### config.mk
export PLATFORM = sky130hd
export DESIGN_NAME = ac97_reg_arbiter_flat
export DESIGN_NICKNAME = d
export VERILOG_FILES = /design/src/rtl/ac97_reg_arbiter_pkg.sv /design/src/rtl/ac97_reg_arbiter_if.sv /design/src/rtl/ac97_reg_arbiter_rr_arb2.sv /design/src/rtl/ac97_reg_arbiter.sv /design/src/flat_wrapper.sv
export SDC_FILE = /design/constraint.sdc
export NUM_CORES = 1
export LEC_CHECK = 0
export BUFFER_PORTS_ARGS = -buffer_cell sky130_fd_sc_hd__buf_2
export CORE_ASPECT_RATIO = 0.6
export CORE_UTILIZATION = 45
export CTS_CLUSTER_SIZE = 8
export DETAILED_ROUTE_END_ITERATION = 16
export MAX_ROUTING_LAYER = met4
export PLACE_DENSITY_LB_ADDON = 0.2
export SLEW_MARGIN = 40
export SYNTH_ARGS = -nofsm -noshare
export SYNTH_HDL_FRONTEND = slang
export SYNTH_SLANG_ARGS = --single-unit
### constraint.sdc
create_clock -name ac97_bitclk -period 2.66 [get_ports ac97_bitclk]
set_input_delay 0.798 -clock ac97_bitclk [delete_from_list [all_inputs] [get_ports ac97_bitclk]]
set_output_delay 0.798 -clock ac97_bitclk [all_outputs]
set_load 0.05 [all_outputs]
### src/rtl/ac97_reg_arbiter_pkg.sv
// ac97_pkg: slot field positions, codec register indices and arbiter state encoding
package ac97_pkg;
  localparam int SLOT_RW_BIT  = 19;
  localparam int SLOT_ADDR_HI = 18;
  localparam int SLOT_ADDR_LO = 12;
  localparam int SLOT_DATA_HI = 19;
  localparam int SLOT_DATA_LO = 4;
  localparam logic [6:0] AC97_REG_RESET = 7'h00;
  localparam logic [6:0] MASTER_VOL     = 7'h02;
  localparam logic [6:0] PCM_VOL        = 7'h18;
  localparam logic [6:0] POWERDOWN      = 7'h26;
  localparam logic [6:0] VID0           = 7'h7C;
  localparam logic [6:0] VID1           = 7'h7E;
  typedef enum logic [1:0] {IDLE, ISSUE, WAIT_RD} state_t;
  // Command address slot: bit 19 set means read.
  function automatic logic [19:0] slot1_enc(input logic wr, input logic [6:0] addr);
    return {~wr, addr, 12'h000};
  endfunction
endpackage

### src/rtl/ac97_reg_arbiter_if.sv
// ac97_reg_arbiter_if: requester-side register command bus shared by both requesters
interface ac97_reg_arbiter_if;
  logic [1:0]  req;
  logic [1:0]  req_wr;
  logic [6:0]  req_addr0;
  logic [6:0]  req_addr1;
  logic [15:0] req_wdata0;
  logic [15:0] req_wdata1;
  logic [1:0]  done;
  logic        err;
  logic [15:0] rdata;
  modport master (output req, req_wr, req_addr0, req_addr1, req_wdata0, req_wdata1,
                  input done, err, rdata);
  modport slave  (input req, req_wr, req_addr0, req_addr1, req_wdata0, req_wdata1,
                  output done, err, rdata);
endinterface

### src/rtl/ac97_reg_arbiter_rr_arb2.sv
// ac97_rr_arb2: two-way round-robin grant; on contention the requester other than last wins
module ac97_rr_arb2 (
  input  logic       ac97_bitclk,
  input  logic       ac97_rst_b,
  input  logic [1:0] req,
  input  logic       en,
  output logic       gnt
);
  logic last;
  assign gnt = &req ? ~last : req[1];
  // Remember the most recent grant so the other requester wins the next tie.
  always_ff @(posedge ac97_bitclk or negedge ac97_rst_b)
    if (!ac97_rst_b) last <= 1'b1;
    else if (en) last <= gnt;
endmodule

### src/rtl/ac97_reg_arbiter.sv
// ac97_reg_arbiter: shares the AC-link register command slots between two requesters, one command per frame
module ac97_reg_arbiter
  import ac97_pkg::*;
#(
  parameter int TIMEOUT_FRAMES = 4
) (
  input  logic        ac97_bitclk,
  input  logic        ac97_rst_b,
  input  logic        ac97_strobe,
  ac97_reg_arbiter_if.slave rif,
  output logic [19:0] ac97_out_slot1,
  output logic        ac97_out_slot1_valid,
  output logic [19:0] ac97_out_slot2,
  output logic        ac97_out_slot2_valid,
  input  logic [19:0] ac97_in_slot1,
  input  logic        ac97_in_slot1_valid,
  input  logic [19:0] ac97_in_slot2,
  input  logic        ac97_in_slot2_valid
);
  state_t      state;
  logic        g;
  logic        wr;
  logic [6:0]  addr;
  logic [3:0]  cnt;
  logic        gnt;
  logic        sel_wr;
  logic [6:0]  sel_addr;
  logic [15:0] sel_wdata;
  logic        hit;
  logic        unused_bits;
  assign sel_wr      = rif.req_wr[gnt];
  assign sel_addr    = gnt ? rif.req_addr1 : rif.req_addr0;
  assign sel_wdata   = gnt ? rif.req_wdata1 : rif.req_wdata0;
  assign hit         = ac97_in_slot1_valid && ac97_in_slot2_valid &&
                       ac97_in_slot1[SLOT_ADDR_HI:SLOT_ADDR_LO] == addr;
  assign unused_bits = ^{ac97_in_slot1[SLOT_RW_BIT], ac97_in_slot1[SLOT_ADDR_LO-1:0],
                         ac97_in_slot2[SLOT_DATA_LO-1:0]};
  ac97_rr_arb2 u_arb (
    .ac97_bitclk(ac97_bitclk),
    .ac97_rst_b (ac97_rst_b),
    .req        (rif.req),
    .en         (ac97_strobe && state == IDLE && |rif.req),
    .gnt        (gnt)
  );
  // Frame-aligned command FSM: all state and outputs move only on strobe edges except the done pulse clear.
  always_ff @(posedge ac97_bitclk or negedge ac97_rst_b)
    if (!ac97_rst_b) begin
      state                <= IDLE;
      g                    <= 1'b0;
      wr                   <= 1'b0;
      addr                 <= '0;
      cnt                  <= '0;
      rif.done             <= '0;
      rif.err              <= 1'b0;
      rif.rdata            <= '0;
      ac97_out_slot1       <= '0;
      ac97_out_slot1_valid <= 1'b0;
      ac97_out_slot2       <= '0;
      ac97_out_slot2_valid <= 1'b0;
    end else begin
      rif.done <= '0;
      if (ac97_strobe)
        case (state)
          IDLE: if (|rif.req) begin
            g                    <= gnt;
            wr                   <= sel_wr;
            addr                 <= sel_addr;
            ac97_out_slot1       <= slot1_enc(sel_wr, sel_addr);
            ac97_out_slot1_valid <= 1'b1;
            ac97_out_slot2       <= sel_wr ? {sel_wdata, 4'h0} : 20'h0;
            ac97_out_slot2_valid <= sel_wr;
            state                <= ISSUE;
          end
          ISSUE: begin
            ac97_out_slot1       <= '0;
            ac97_out_slot1_valid <= 1'b0;
            ac97_out_slot2       <= '0;
            ac97_out_slot2_valid <= 1'b0;
            if (wr) begin
              rif.done[g] <= 1'b1;
              rif.err     <= 1'b0;
              state       <= IDLE;
            end else begin
              cnt   <= 4'(TIMEOUT_FRAMES);
              state <= WAIT_RD;
            end
          end
          WAIT_RD: if (hit) begin
            rif.done[g] <= 1'b1;
            rif.err     <= 1'b0;
            rif.rdata   <= ac97_in_slot2[SLOT_DATA_HI:SLOT_DATA_LO];
            cnt         <= '0;
            state       <= IDLE;
          end else if (cnt == 4'd1) begin
            rif.done[g] <= 1'b1;
            rif.err     <= 1'b1;
            rif.rdata   <= '0;
            cnt         <= '0;
            state       <= IDLE;
          end else cnt <= cnt - 4'd1;
          default: state <= IDLE;
        endcase
    end
endmodule

### src/flat_wrapper.sv
// flat-port wrapper written by rule: the top's interface ports become plain ports
module ac97_reg_arbiter_flat import ac97_pkg::*;
#(
  parameter int TIMEOUT_FRAMES = 4
)
  (ac97_bitclk, ac97_rst_b, ac97_strobe, ac97_out_slot1, ac97_out_slot1_valid, ac97_out_slot2, ac97_out_slot2_valid, ac97_in_slot1, ac97_in_slot1_valid, ac97_in_slot2, ac97_in_slot2_valid, rif_req, rif_req_wr, rif_req_addr0, rif_req_addr1, rif_req_wdata0, rif_req_wdata1, rif_done, rif_err, rif_rdata);
  ac97_reg_arbiter_if rif_i ();
  input  logic ac97_bitclk;
  input  logic ac97_rst_b;
  input  logic ac97_strobe;
  output logic [19:0] ac97_out_slot1;
  output logic ac97_out_slot1_valid;
  output logic [19:0] ac97_out_slot2;
  output logic ac97_out_slot2_valid;
  input  logic [19:0] ac97_in_slot1;
  input  logic ac97_in_slot1_valid;
  input  logic [19:0] ac97_in_slot2;
  input  logic ac97_in_slot2_valid;
  input wire logic [$bits(rif_i.req)-1:0] rif_req;
  input wire logic [$bits(rif_i.req_wr)-1:0] rif_req_wr;
  input wire logic [$bits(rif_i.req_addr0)-1:0] rif_req_addr0;
  input wire logic [$bits(rif_i.req_addr1)-1:0] rif_req_addr1;
  input wire logic [$bits(rif_i.req_wdata0)-1:0] rif_req_wdata0;
  input wire logic [$bits(rif_i.req_wdata1)-1:0] rif_req_wdata1;
  output wire logic [$bits(rif_i.done)-1:0] rif_done;
  output wire logic [$bits(rif_i.err)-1:0] rif_err;
  output wire logic [$bits(rif_i.rdata)-1:0] rif_rdata;
  assign rif_i.req = rif_req;
  assign rif_i.req_wr = rif_req_wr;
  assign rif_i.req_addr0 = rif_req_addr0;
  assign rif_i.req_addr1 = rif_req_addr1;
  assign rif_i.req_wdata0 = rif_req_wdata0;
  assign rif_i.req_wdata1 = rif_req_wdata1;
  assign rif_done = rif_i.done;
  assign rif_err = rif_i.err;
  assign rif_rdata = rif_i.rdata;
  ac97_reg_arbiter #(.TIMEOUT_FRAMES(TIMEOUT_FRAMES)) u_core (.ac97_bitclk(ac97_bitclk), .ac97_rst_b(ac97_rst_b), .ac97_strobe(ac97_strobe), .rif(rif_i), .ac97_out_slot1(ac97_out_slot1), .ac97_out_slot1_valid(ac97_out_slot1_valid), .ac97_out_slot2(ac97_out_slot2), .ac97_out_slot2_valid(ac97_out_slot2_valid), .ac97_in_slot1(ac97_in_slot1), .ac97_in_slot1_valid(ac97_in_slot1_valid), .ac97_in_slot2(ac97_in_slot2), .ac97_in_slot2_valid(ac97_in_slot2_valid));
endmodule
# Word-level counts from Yosys, hierarchy flattened
# Index checks and enable logic that the tools add are counted.
word_totals:
  register_bits: 77
  latchBits: 0
  ram_bits: 0
  mem_bits_ro: 0
  input_bits: 95
  word_cells: 80
  n_memories: 0
op_classes:
  add_sub_neg: 1
  mul: 0
  div_mod_pow: 0
  n_lt_le_gt_ge: 3
  n_eq_ne: 8
  n_shift: 0
  n_mux: 36
  n_bitwise: 2
  n_reduce_logical: 17
ops:
  columns: ["op", "n"]
  rows:
  - ["case mux 20 bit (2 select lines)", 2]
  - ["2-to-1 mux 20 bit", 3]
  - ["2-to-1 mux 16 bit", 3]
  - ["2-to-1 mux 2 bit", 8]
  - ["AND reduction 3 bit", 5]
  - ["2-to-1 mux 4 bit", 3]
  - ["2-to-1 mux 1 bit", 9]
  - ["case mux 4 bit (2 select lines)", 1]
  - ["equality test 7 bit", 1]
  - ["2-to-1 mux 7 bit", 1]
  - ["case mux 1 bit (2 select lines)", 3]
  - ["case mux 2 bit (3 select lines)", 1]
  - ["nonzero test 2 bit", 3]
  - ["logical AND 1 bit", 5]
  - ["equality test 4 x 1 -> 1 bit (second input constant)", 1]
  - ["less-than comparator 1 x 2 -> 1 bit (second input constant)", 2]
  - ["!= test 2 bit (second input constant)", 2]
  - ["case mux 2 bit (2 select lines)", 1]
  - ["AND reduction 4 bit", 1]
  - ["subtractor 4 x 1 -> 4 bit (second input constant)", 1]
  - ["!= test 3 x 1 -> 1 bit (second input constant)", 1]
  - ["equality test 2 x 1 -> 1 bit (second input constant)", 1]
  - ["equality test 2 bit (second input constant)", 1]
  - ["zero test 2 bit", 1]
  - ["6 further kinds", 7]

# Logic depth before layout (Yosys ltp)
# Gate-level depths: netlist of run 1.
logic_depth:
  ltp_word: 8
  depth_mapped: 8
  ltp_nobuf: 6

# Cells and area by module
# From an unflattened synthesis of run 1, not the netlist that was laid out.
hier_totals:
  cells_unflattened: 271
  area_unflattened_um2: 3123.0
modules_own_cells:
  columns: ["module", "instances", "cells_per_inst", "area_each_um2", "seq_area_each_um2"]
  rows:
  - ["ac97_reg_arbiter", 1, 268, 3070.4, 1501.4]
  - ["ac97_rr_arb2", 1, 3, 52.6, 26.3]

# Least setup slack after synthesis of run 1
# OpenSTA, ideal clock, no wires.
synth_timing:
  kind: "input -> register"
  startpoint: "input port ac97_in_slot1[15]"
  endpoint: "register u_core.rif.rdata[0]"
  setup_time_ns: 0.118
  t_arrival_ns: 2.198
  required_ns: 2.542
  setup_slack_ns: 0.344
  path_stages: 7
  n_path_buf: 3
  cell_sequence: "xor2_1 or4_1 buf_2 o21a_1 buf_2 buf_6 a21o_1"
synth_via:
  elab_chain_cells: 4
synth_lines:
  columns: ["item", "line_no", "rtl"]
  rows:
  - ["start: declaration", "flat_wrapper.sv:15", "input logic [19:0] ac97_in_slot1;"]
  - ["equality test 7 bit (*)", "ac97_reg_arbiter.sv:35", "ac97_in_slot1[SLOT_ADDR_HI:SLOT_ADDR_LO] == addr;"]
  - ["logical AND 1 bit (*)", "ac97_reg_arbiter.sv:34", "assign hit = ac97_in_slot1_valid && ac97_in_slot2_valid &&"]
  - ["nonzero test 2 bit (no source line)", null, null]
  - ["AND reduction 3 bit (no source line)", null, null]
  - ["end signal: assignment", "ac97_reg_arbiter.sv:91", "rif.rdata <= ac97_in_slot2[SLOT_DATA_HI:SLOT_DATA_LO];"]
  - ["end: declaration", "ac97_reg_arbiter_if.sv:15", "output done, err, rdata);"]
# Mark *: on every way between the ends. The rest lies on a longest branch, timed or not.
# A chain may end at the register's enable or synchronous reset.

# Worst setup path after layout of run 1
layout_timing:
  startpoint: "input port ac97_in_slot1[15]"
  endpoint: "register u_core.rif.rdata[11]"
# Same word-level chain as after synthesis.

==> results of run 1 <==
[Yosys cell counts (2+ instances only)]
master	n	area (µm²)
nand3_1	2	10.0
o2bb2ai_1	24	210
o21ai_0	12	60.1
o31ai_1	2	15.0
nand4_1	3	18.8
o21a_1	2	15.0
or2_2	2	12.5
nor3_1	2	10.0
buf_1	2	7.51
xor2_1	3	26.3
nor2b_1	4	25.0
nand2_1	18	67.6
clkbuf_1	8	30.0
o21ai_1	2	10.0
o211ai_1	5	37.5
o2111ai_1	4	35.0
a21o_1	17	128
buf_4	16	120
dfrtp_1	60	1500
nor2_1	3	11.3
inv_1	6	22.5
mux2i_1	25	250
buf_2	8	40.0
ha_1	5	62.6
xnor2_1	4	35.0
mux2_2	2	22.5
a32o_1	16	160
[critical path: stages]
cell and delay (ns):
buf_2 0.10, xor2_1 0.15, or4_1 0.54, o21a_1 0.23, buf_4 0.20, a21o_1 0.19
[sequential cells by signal, indices dropped and copies added, names as in the netlist]
register,count
u_core.rif.done,2
u_core.rif.err,1
u_core.g,1
u_core.rif.rdata,16
u_core.ac97_out_slot1_valid,1
u_core.cnt,4
u_core.ac97_out_slot1,8
u_core.ac97_out_slot2_valid,1
u_core.wr,1
u_core.ac97_out_slot2,16
u_core.u_arb.last,1
u_core.state,2
u_core.addr,7
[through the flow]
step | instances | cell area, µm²
after floorplan | 288 | 3150
after global placement | 468 | 3760
after detailed placement | 468 | 3770
after CTS | 484 | 4090
after global routing | 484 | 4090
final | 484 | 4090
[layer usage]
| metal | track usage [%] | vias up | wire, µm |
|---|---|---|---|
| met5 | - | - | 0 |
| met3 | 8.08 | 8 | 613 |
| met2 | 35.1 | 115 | 3450 |
| met1 | 31.5 | 1231 | 3660 |
| li1 | - | 1242 | - |
| met4 | 9.29 | 0 | 64 |
[area by class of cell]
class                   instances  area [µm²]
repair buffers                131         691
fillers                       523        2270
multi-input cells             186        1420
well taps                      84         105
flip-flops and latches         61        1530
clock buffers                   9         225
clock inverters                 7        98.8
inverters                       6        22.5
[cells by family after synthesis]
group	share of synthesized area, %
AOI/OAI and AO/OA	23.8
DFF	49.4
buffers and inverters	7.48
and+or+nand+nor	6.43
muxes	8.82
xor gates and xnor gates	1.98
adders and majority gates	2.02
other	0.121
[final timing paths]
kind,endpoint,slack [ns],startpoint,cells past startpoint
max reg2reg,u_core.cnt[2],0.69,u_core.state[1],6
max,u_core.rif.rdata[11],0.66,ac97_in_slot1[15],6
max in group asynchronous,u_core.u_arb.last,1.87,ac97_rst_b,2
min,u_core.rif.rdata[11],0.47,ac97_rst_b,2
min reg2reg,u_core.ac97_out_slot1_valid,0.47,u_core.ac97_out_slot1_valid,1
min in group ac97_bitclk,u_core.ac97_out_slot1_valid,0.47,u_core.ac97_out_slot1_valid,1
[power by group through the flow]
stage | Sequential [mW] | Clock, mW | Combinational [mW]
after floorplan | 1.90 | 0 | 0.796
after global placement | 1.38 | 0 | 1.73
after detailed placement | 1.38 | 0 | 1.79
after CTS | 1.38 | 1.29 | 1.79
after global routing | 1.43 | 1.32 | 1.93
final | 1.39 | 1.26 | 1.78
==> results_tabular.tex, run 1 <==
\begin{tabular}{lr}
\hline
Metric & Value \\
\hline
\multicolumn{2}{l}{\textbf{Power}} \\
\quad Clock network fraction of design power & 28.5\% \\
\quad Internal Dissipation & 2.57 mW \\
\quad Relative contribution of sequential cells to total power & 31.3\% \\
\quad Switching portion of total power & 42.0\% \\
\quad Share of power burned in combinational logic & 40.2\% \\
\quad P\_leak & 1.93 nW \\
\quad Power density over cell area & 1080 mW/mm² \\
\quad Maximum vdd ir drop & 0.649 mV \\
\quad Switching power & 1.86 mW \\
\quad Post-layout power & 4.43 mW \\
\multicolumn{2}{l}{\textbf{GRT}} \\
\quad Via count of the first global-routing pass & 2534 \\
\quad All-layer global routing usage & 24.3\% \\
\quad Antenna violations before repair & 0 \\
\quad GR Overflow Total & 0 \\
\quad Global-route wire length before repair & 12500 µm \\
\quad Maximum number of pins on one net before global-route repair & 62 \\
\multicolumn{2}{l}{\textbf{Detailed routing}} \\
\quad Post-DR vias/cell & 5.36 \\
\quad Total routed wirelength & 7790 µm \\
\quad Wirelength per Cell & 16.1 µm \\
\quad Number of routed nets with antenna violations & 0 \\
\quad DRC viols & 0 \\
\quad Number of iterations in the first detailed-routing pass & 4 \\
\quad Detailed Route Iter0 Violations & 204 \\
\quad Detailed-route via count & 2596 \\
\multicolumn{2}{l}{\textbf{Floorplan}} \\
\quad Height of the die & 66.2 µm \\
\quad Total I/O pin count & 156 \\
\quad Standard cell core area & 0.00636 mm² \\
\quad Effective utilization at floorplan & 48.7\% \\
\quad Die width & 109 µm \\
\quad Cell row count & 22 \\
\quad Die Outline Area & 0.00722 mm² \\
\multicolumn{2}{l}{\textbf{CTS}} \\
\quad Clock transition at the register clock pins on the worst setup and hold paths after CTS & 0.05 ns \\
\quad Setup repair bufs after CTS & 0 \\
\quad CTS sink cnt & 61 \\
\quad Number of gates resized after CTS & 0 \\
\quad Clock latency reported for the late side of the worst-skew pair & 0.33 ns \\
\quad Buffer depth of the longest clock path & 2 \\
\quad H-tree lvl count & 3 \\
\quad Clock tree from TritonCTS & done \\
\quad Number of buffers added by the clock tree synthesis step & 9 \\
\quad Clock tree root buffer cell & clkbuf\_16 \\
\quad Number of hold buffers added after CTS & 0 \\
\multicolumn{2}{l}{\textbf{STA}} \\
\quad Total of endpoints with negative setup slack in the final report & 0 \\
\quad Slack of the critical path & 0.655 ns \\
\quad Worst slew margin relative to its limit & 51.1\% \\
\quad Maximum achievable frequency & 499 MHz \\
\quad Setup TNS & 0 ns \\
\quad Actual slew at the worst max-slew pin & 0.731 ns \\
\quad Clock period minus worst slack & 2.00 ns \\
\quad Period utilisation layout & 75.4\% \\
\quad Hold Slack & 0.470 ns \\
\quad Final-report hold violation count & 0 \\
\quad Final-report max-slew violation count & 0 \\
\quad Setup repair after global routing missed its margin & no \\
\quad Worst-case clock skew & 0.00840 ns \\
\multicolumn{2}{l}{\textbf{Placement}} \\
\quad Post-detailed-placement half-perimeter wirelength & 5430 µm \\
\quad Placement Setup Slack & 0.308 ns \\
\quad Port bufs & 122 \\
\quad Gp weighted congestion & 0.814 \\
\multicolumn{2}{l}{\textbf{Finish}} \\
\quad Antenna diode instance count & 0 \\
\quad Proportion of layout cells with a drive suffix above 1 & 39.0\% \\
\quad Most common cell after layout, fill and taps aside & buf\_2 \\
\quad End-of-flow core utilization & 64.3\% \\
\quad Layout Nets & 495 \\
\quad Most frequent cells in the layout & buf\_2, dfrtp\_1, mux2i\_1 \\
\quad Growth of design area from synthesis to finish & 32.2\% \\
\multicolumn{2}{l}{\textbf{Yosys}} \\
\quad Number of enable-type register cells in the synthesized netlist & 0 \\
\quad Post-synthesis instance total & 273 \\
\quad Top\_reg\_cell synth & dfrtp\_1 \\
\quad Share of the yosys chip area belonging to registers & 49.4\% \\
\quad Proportion of synthesized flip-flops having asynchronous set or reset & 100\% \\
\quad Post-synthesis instance area & 0.00309 mm² \\
\quad Yosys cell types & 43 \\
\quad Post-synthesis sequential element count & 61 \\
\quad Total number of yosys warnings & 0 \\
\quad Mean cell area of the mapped netlist & 11.3 µm² \\
\multicolumn{2}{l}{\textbf{Critical path}} \\
\quad Kind of critical path & primary input to flop \\
\quad Required time of the critical path & 2.87 ns \\
\quad Data arrival time at the worst-slack endpoint & 2.22 ns \\
\quad Kind of end point of the critical path & flop \\
\quad Largest fanout on the critical path & 17 \\
\quad Startpoint types & primary input \\
\multicolumn{2}{l}{\textbf{Status}} \\
\quad Run status & completed \\
\multicolumn{2}{l}{\textbf{Run}} \\
\quad Number of maximum-capacitance constraint violations & 0 \\
\multicolumn{2}{l}{\textbf{Hold path}} \\
\quad Hold crit path type & primary input to asynchronous set/reset pin \\
\hline
\end{tabular}
Note: power is estimated with default switching activity, not from simulation.
==> run 2, diff against run 1 <==
clock period = 1.9 ns   (was 2.66 ns; I/O delays follow)
==> results_tabular.tex, run 2 (same netlist as run 1, synthesis figures left out) <==
\begin{tabular}{lr}
\hline
Metric & Value \\
\hline
\multicolumn{2}{l}{\textbf{Status}} \\
\quad Run status & completed \\
\multicolumn{2}{l}{\textbf{Critical path}} \\
\quad Kind of end point of the critical path & flop \\
\quad Largest fanout on the critical path & 7 \\
\quad Data arrival time at the worst-slack endpoint & 2.04 ns \\
\quad Cell breakdown of the critical path & xor2\_1 > or4\_1 > buf\_4 > o21ai\_0 > a2bb2oi\_1 \\
\quad Startpoint types & flop \\
\quad Longest individual stage delay on the worst path & 0.55 ns \\
\quad Slowest-stage cell, CP & or4\_1 \\
\quad Kind of critical path & flop to flop \\
\quad Required time of the critical path & 2.09 ns \\
\multicolumn{2}{l}{\textbf{STA}} \\
\quad Final-report hold violation count & 0 \\
\quad Worst-case clock skew & 0.00522 ns \\
\quad Clock period minus worst slack & 1.85 ns \\
\quad Setup repair after global routing missed its margin & no \\
\quad Actual slew at the worst max-slew pin & 0.598 ns \\
\quad Worst slew margin relative to its limit & 60.1\% \\
\quad Hold Slack & 0.237 ns \\
\quad Setup TNS & 0 ns \\
\quad Final-report max-slew violation count & 0 \\
\quad Maximum achievable frequency & 541 MHz \\
\quad Period utilisation layout & 97.3\% \\
\quad Total of endpoints with negative setup slack in the final report & 0 \\
\multicolumn{2}{l}{\textbf{Placement}} \\
\quad Gp weighted congestion & 0.863 \\
\quad Post-detailed-placement half-perimeter wirelength & 5570 µm \\
\quad Port bufs & 122 \\
\multicolumn{2}{l}{\textbf{Finish}} \\
\quad Most frequent cells in the layout & buf\_2, dfrtp\_1, mux2i\_1, o2bb2ai\_1, nand2\_1 \\
\quad Most common cell after layout, fill and taps aside & buf\_2 \\
\quad Footprint of the multi-input gates & 0.00143 mm² \\
\quad Antenna diode instance count & 0 \\
\quad Growth of design area from synthesis to finish & 35.5\% \\
\quad Leading registers by flop count & u\_core.ac97\_out\_slot2 (16), u\_core.rif.rdata (16), u\_core.ac97\_out\_slot1 (8) \\
\quad Sequential cell area & 0.00153 mm² \\
\quad Layout Nets & 505 \\
\quad Proportion of layout cells with a drive suffix above 1 & 41.2\% \\
\quad Fill count & 514 \\
\multicolumn{2}{l}{\textbf{Detailed routing}} \\
\quad DRC viols & 0 \\
\quad Wirelength per Cell & 15.4 µm \\
\quad Detailed-route via count & 2664 \\
\quad Number of routed nets with antenna violations & 0 \\
\quad Post-DR vias/cell & 5.39 \\
\quad Number of iterations in the first detailed-routing pass & 4 \\
\quad Detailed Route Iter0 Violations & 133 \\
\quad Total routed wirelength & 7630 µm \\
\multicolumn{2}{l}{\textbf{CTS}} \\
\quad Clock tree from TritonCTS & done \\
\quad CTS sink cnt & 61 \\
\quad Clock latency reported for the late side of the worst-skew pair & 0.33 ns \\
\quad H-tree lvl count & 3 \\
\quad Setup repair bufs after CTS & 0 \\
\quad Clock transition at the register clock pins on the worst setup and hold paths after CTS & 0.06 ns \\
\quad Buffer depth of the longest clock path & 2 \\
\quad Clock tree root buffer cell & clkbuf\_16 \\
\quad Number of buffers added by the clock tree synthesis step & 9 \\
\multicolumn{2}{l}{\textbf{GRT}} \\
\quad Via count of the first global-routing pass & 2483 \\
\quad GR Overflow Total & 0 \\
\quad All-layer global routing usage & 23.4\% \\
\quad Global-route wire length before repair & 12200 µm \\
\quad Maximum number of pins on one net before global-route repair & 62 \\
\quad Antenna violations before repair & 0 \\
\multicolumn{2}{l}{\textbf{Floorplan}} \\
\quad Cell row count & 22 \\
\quad Standard cell core area & 0.00636 mm² \\
\quad Die Outline Area & 0.00722 mm² \\
\quad Die width & 109 µm \\
\quad Effective utilization at floorplan & 48.7\% \\
\quad Total I/O pin count & 156 \\
\quad Height of the die & 66.2 µm \\
\multicolumn{2}{l}{\textbf{Power}} \\
\quad P\_leak & 1.99 nW \\
\quad Power density over cell area & 1470 mW/mm² \\
\quad Maximum vdd ir drop & 0.905 mV \\
\multicolumn{2}{l}{\textbf{Run}} \\
\quad Number of maximum-capacitance constraint violations & 0 \\
\multicolumn{2}{l}{\textbf{Hold path}} \\
\quad Hold crit path type & primary input to asynchronous set/reset pin \\
\hline
\end{tabular}
-- run 2: path summary, 6_finish.rpt --
kind / to / cells past startpoint / from / slack (ns)
worst max-delay path: u_core.rif.err / 5 / u_core.addr[3] / 0.05
worst min-delay path: u_core.ac97_out_slot1[14] / 2 / ac97_rst_b / 0.24
worst max register to register: u_core.rif.err / 5 / u_core.addr[3] / 0.05
worst min register to register: u_core.ac97_out_slot1_valid / 1 / u_core.ac97_out_slot1_valid / 0.47
max in group asynchronous: u_core.u_arb.last / 2 / ac97_rst_b / 1.35
min in group ac97_bitclk: u_core.ac97_out_slot1_valid / 1 / u_core.ac97_out_slot1_valid / 0.47
-- run 2: what timing repair did --
item                                    in CTS  in global routing
resized for setup                            0                  3
endpoints found under the setup margin       0                  2
hold buffers                                 0                  0
-- run 2: metrics by stage --
stage	util (%)	cell area, µm²	total power [mW]	instances	setup slack, ns
finish	65.9	4190	6.18	494	0.0516
global route	65.9	4190	6.51	494	0.00843
CTS	65.7	4180	6.20	494	0.0716
global placement	60.9	3870	4.49	478	-0.172
detailed placement	60.9	3870	4.55	478	-0.173
floorplan	-	3170	3.79	288	-0.172
-- run 2: worst max-delay path: cells and delay by family, from the launching register on --
kind | cells | cell delay (ns)
flops | 1 | 0.40
simple gates | 1 | 0.55
compound gates | 2 | 0.40
xor+xnor | 1 | 0.18
buf+inv | 1 | 0.19
-- run 2: cell type report --
type,instances,share of cell area (%)
Tap cell,84,2.51
Clock buffer,9,5.37
Multi-Input combinational cell,186,34.2
Clock inverter,7,1.79
Inverter,6,0.537
Timing Repair Buffer,141,19.2
Sequential cell,61,36.4
-- run 2: power breakdown --
group / internal (mW) / switching (mW) / leakage, nW
Clock: 1.02 / 0.593 / 0.138
Combinational: 0.893 / 1.75 / 1.13
Sequential: 1.67 / 0.254 / 0.726
Total: 3.58 / 2.60 / 1.99
-- run 2: metal layers --
metal / vias to the layer above / wire length (µm) / track usage, %
met1: 1290 / 3620 / 31.3
met5: - / 0 / -
met2: 99 / 3430 / 34.8
met4: 0 / 72 / 6.59
met3: 9 / 501 / 6.80
li1: 1266 / - / -
==> run 3, diff against run 2 <==
CORE_ASPECT_RATIO = default   (was 0.6)
==> results_tabular.tex, run 3 (same netlist as run 1, synthesis figures left out) <==
\begin{tabular}{lr}
\hline
Metric & Value \\
\hline
\multicolumn{2}{l}{\textbf{Finish}} \\
\quad Fill count & 547 \\
\quad Number of standard cells in the final layout excluding fillers & 484 \\
\quad Leading registers by flop count & u\_core.ac97\_out\_slot2 (16), u\_core.rif.rdata (16), u\_core.ac97\_out\_slot1 (8) \\
\quad Layout Nets & 502 \\
\quad Most common cell after layout, fill and taps aside & buf\_2 \\
\quad Antenna diode instance count & 0 \\
\quad Proportion of layout cells with a drive suffix above 1 & 40.3\% \\
\quad Growth of design area from synthesis to finish & 30.2\% \\
\quad End-of-flow core utilization & 62.0\% \\
\quad Most frequent cells in the layout & buf\_2, dfrtp\_1, mux2i\_1, o2bb2ai\_1, nand2\_1 \\
\multicolumn{2}{l}{\textbf{STA}} \\
\quad Clock period minus worst slack & 1.75 ns \\
\quad Worst-case clock skew & 0.00692 ns \\
\quad Total of endpoints with negative setup slack in the final report & 0 \\
\quad Period utilisation layout & 92.1\% \\
\quad Maximum achievable frequency & 571 MHz \\
\quad Actual slew at the worst max-slew pin & 0.643 ns \\
\quad Final-report max-slew violation count & 0 \\
\quad Worst slew margin relative to its limit & 57.2\% \\
\quad Setup TNS & 0 ns \\
\quad Hold Slack & 0.228 ns \\
\quad Final-report hold violation count & 0 \\
\quad Setup repair after global routing missed its margin & no \\
\multicolumn{2}{l}{\textbf{Critical path}} \\
\quad Slowest-stage cell, CP & or4\_4 \\
\quad Data arrival time at the worst-slack endpoint & 1.96 ns \\
\quad Largest fanout on the critical path & 18 \\
\quad Startpoint types & flop \\
\quad Depth of the worst register-to-register path & 5 \\
\quad Longest individual stage delay on the worst path & 0.53 ns \\
\quad Critical register-to-register path startpoint & u\_core.addr[3] \\
\quad Cell breakdown of the critical path & xor2\_1 > or4\_4 > o21a\_1 > buf\_12 > a21o\_1 \\
\quad Required time of the critical path & 2.11 ns \\
\quad Slack of the worst reg-to-reg path & 0.15 ns \\
\quad Worst setup path startpoint & u\_core.addr[3] \\
\quad Kind of critical path & flop to flop \\
\quad Endpoint of the lowest-slack register-to-register path & u\_core.rif.rdata[10] \\
\quad Kind of end point of the critical path & flop \\
\multicolumn{2}{l}{\textbf{Status}} \\
\quad Failing checks & DRC \\
\quad Run status & finished, violations left \\
\multicolumn{2}{l}{\textbf{GRT}} \\
\quad Via count of the first global-routing pass & 2502 \\
\quad Maximum number of pins on one net before global-route repair & 62 \\
\quad GR Overflow Total & 0 \\
\quad Antenna violations before repair & 0 \\
\quad All-layer global routing usage & 21.2\% \\
\quad Global-route wire length before repair & 11700 µm \\
\multicolumn{2}{l}{\textbf{CTS}} \\
\quad Buffer depth of the longest clock path & 2 \\
\quad Clock latency reported for the late side of the worst-skew pair & 0.32 ns \\
\quad Clock tree from TritonCTS & done \\
\quad H-tree lvl count & 3 \\
\quad Clock tree root buffer cell & clkbuf\_8 \\
\quad Setup repair bufs after CTS & 0 \\
\quad Clock transition at the register clock pins on the worst setup and hold paths after CTS & 0.07 ns \\
\quad Number of gates resized after CTS & 0 \\
\quad CTS sink cnt & 61 \\
\quad Number of buffers added by the clock tree synthesis step & 9 \\
\quad Number of hold buffers added after CTS & 0 \\
\multicolumn{2}{l}{\textbf{Floorplan}} \\
\quad Cell row count & 29 \\
\quad Effective utilization at floorplan & 47.6\% \\
\quad Standard cell core area & 0.00649 mm² \\
\quad Height of the die & 84.9 µm \\
\quad Die Outline Area & 0.00721 mm² \\
\quad Total I/O pin count & 156 \\
\quad Die width & 84.9 µm \\
\multicolumn{2}{l}{\textbf{Detailed routing}} \\
\quad Number of iterations in the first detailed-routing pass & 11 \\
\quad DRC viols & 10 \\
\quad Post-DR vias/cell & 5.27 \\
\quad Wirelength per Cell & 14.4 µm \\
\quad Total routed wirelength & 6950 µm \\
\quad Number of routed nets with antenna violations & 0 \\
\quad Detailed-route via count & 2553 \\
\quad Detailed Route Iter0 Violations & 94 \\
\multicolumn{2}{l}{\textbf{Run}} \\
\quad Number of maximum-capacitance constraint violations & 0 \\
\multicolumn{2}{l}{\textbf{Placement}} \\
\quad Gp weighted congestion & 0.790 \\
\quad Post-detailed-placement half-perimeter wirelength & 4980 µm \\
\quad Cell count after placement & 468 \\
\quad Port bufs & 122 \\
\multicolumn{2}{l}{\textbf{Power}} \\
\quad Maximum vdd ir drop & 0.865 mV \\
\quad Post-layout power & 5.63 mW \\
\quad Power density over cell area & 1400 mW/mm² \\
\quad P\_leak & 1.91 nW \\
\multicolumn{2}{l}{\textbf{Hold path}} \\
\quad Hold crit path type & primary input to asynchronous set/reset pin \\
\hline
\end{tabular}
-- run 3: cell count changes in the layout (fill, tap and decap cells not counted), moves of 2 or more --
cell and change:
clkinvlp_4 -2, clkbuf_1 +2, buf_4 -2, clkbuf_8 +10, clkbuf_16 -9
-- run 3: worst max-delay path, delay by kind of cell, from the launching register on --
kind            cells  cell delay, ns
buf+inv             1            0.16
flops               1            0.39
simple gates        1            0.53
compound gates      2            0.38
xor+xnor            1            0.17
-- run 3: final cells by class --
type / count / area [µm²] / area share [%]
flip-flops and latches: 61 / 1530 / 37.9
multi-input cells: 186 / 1420 / 35.3
repair buffers: 138 / 768 / 19.1
clock buffers: 12 / 145 / 3.60
well taps: 77 / 96.3 / 2.39
clock inverters: 4 / 47.5 / 1.18
inverters: 6 / 22.5 / 0.559
-- run 3: worst max path at each step --
| stage | end | slack [ns] | cells after the start |
|---|---|---|---|
| floorplan | u_core.rif.rdata[0] | -0.17 | 7 |
| global placement | u_core.rif.err | -0.15 | 6 |
| detailed placement | u_core.cnt[1] | -0.15 | 6 |
| CTS | u_core.cnt[2] | 0.11 | 6 |
| global route | u_core.rif.done[0] | 0.04 | 5 |
| finish | u_core.rif.rdata[10] | 0.15 | 5 |
-- run 3: report_power, final --
part / switching, mW / total, mW / internal (mW)
logic: 1.71 / 2.58 / 0.868
registers: 0.248 / 1.92 / 1.67
clock network: 0.498 / 1.14 / 0.639
-- run 3: stage by stage --
stage / setup slack, ns / area [µm²]
after detailed placement: -0.148 / 3830
final: 0.149 / 4030
after global placement: -0.150 / 3830
after floorplan: -0.172 / 3170
after CTS: 0.114 / 4020
after global routing: 0.0423 / 4030
-- run 3: metal layers --
metal  vias up  track usage [%]  wire length (µm)
met3         7             4.86               346
met2        88             34.5              3360
met4         0             5.08                74
met1      1210             27.1              3170
li1       1248                -                 -
met5         -                -                 0
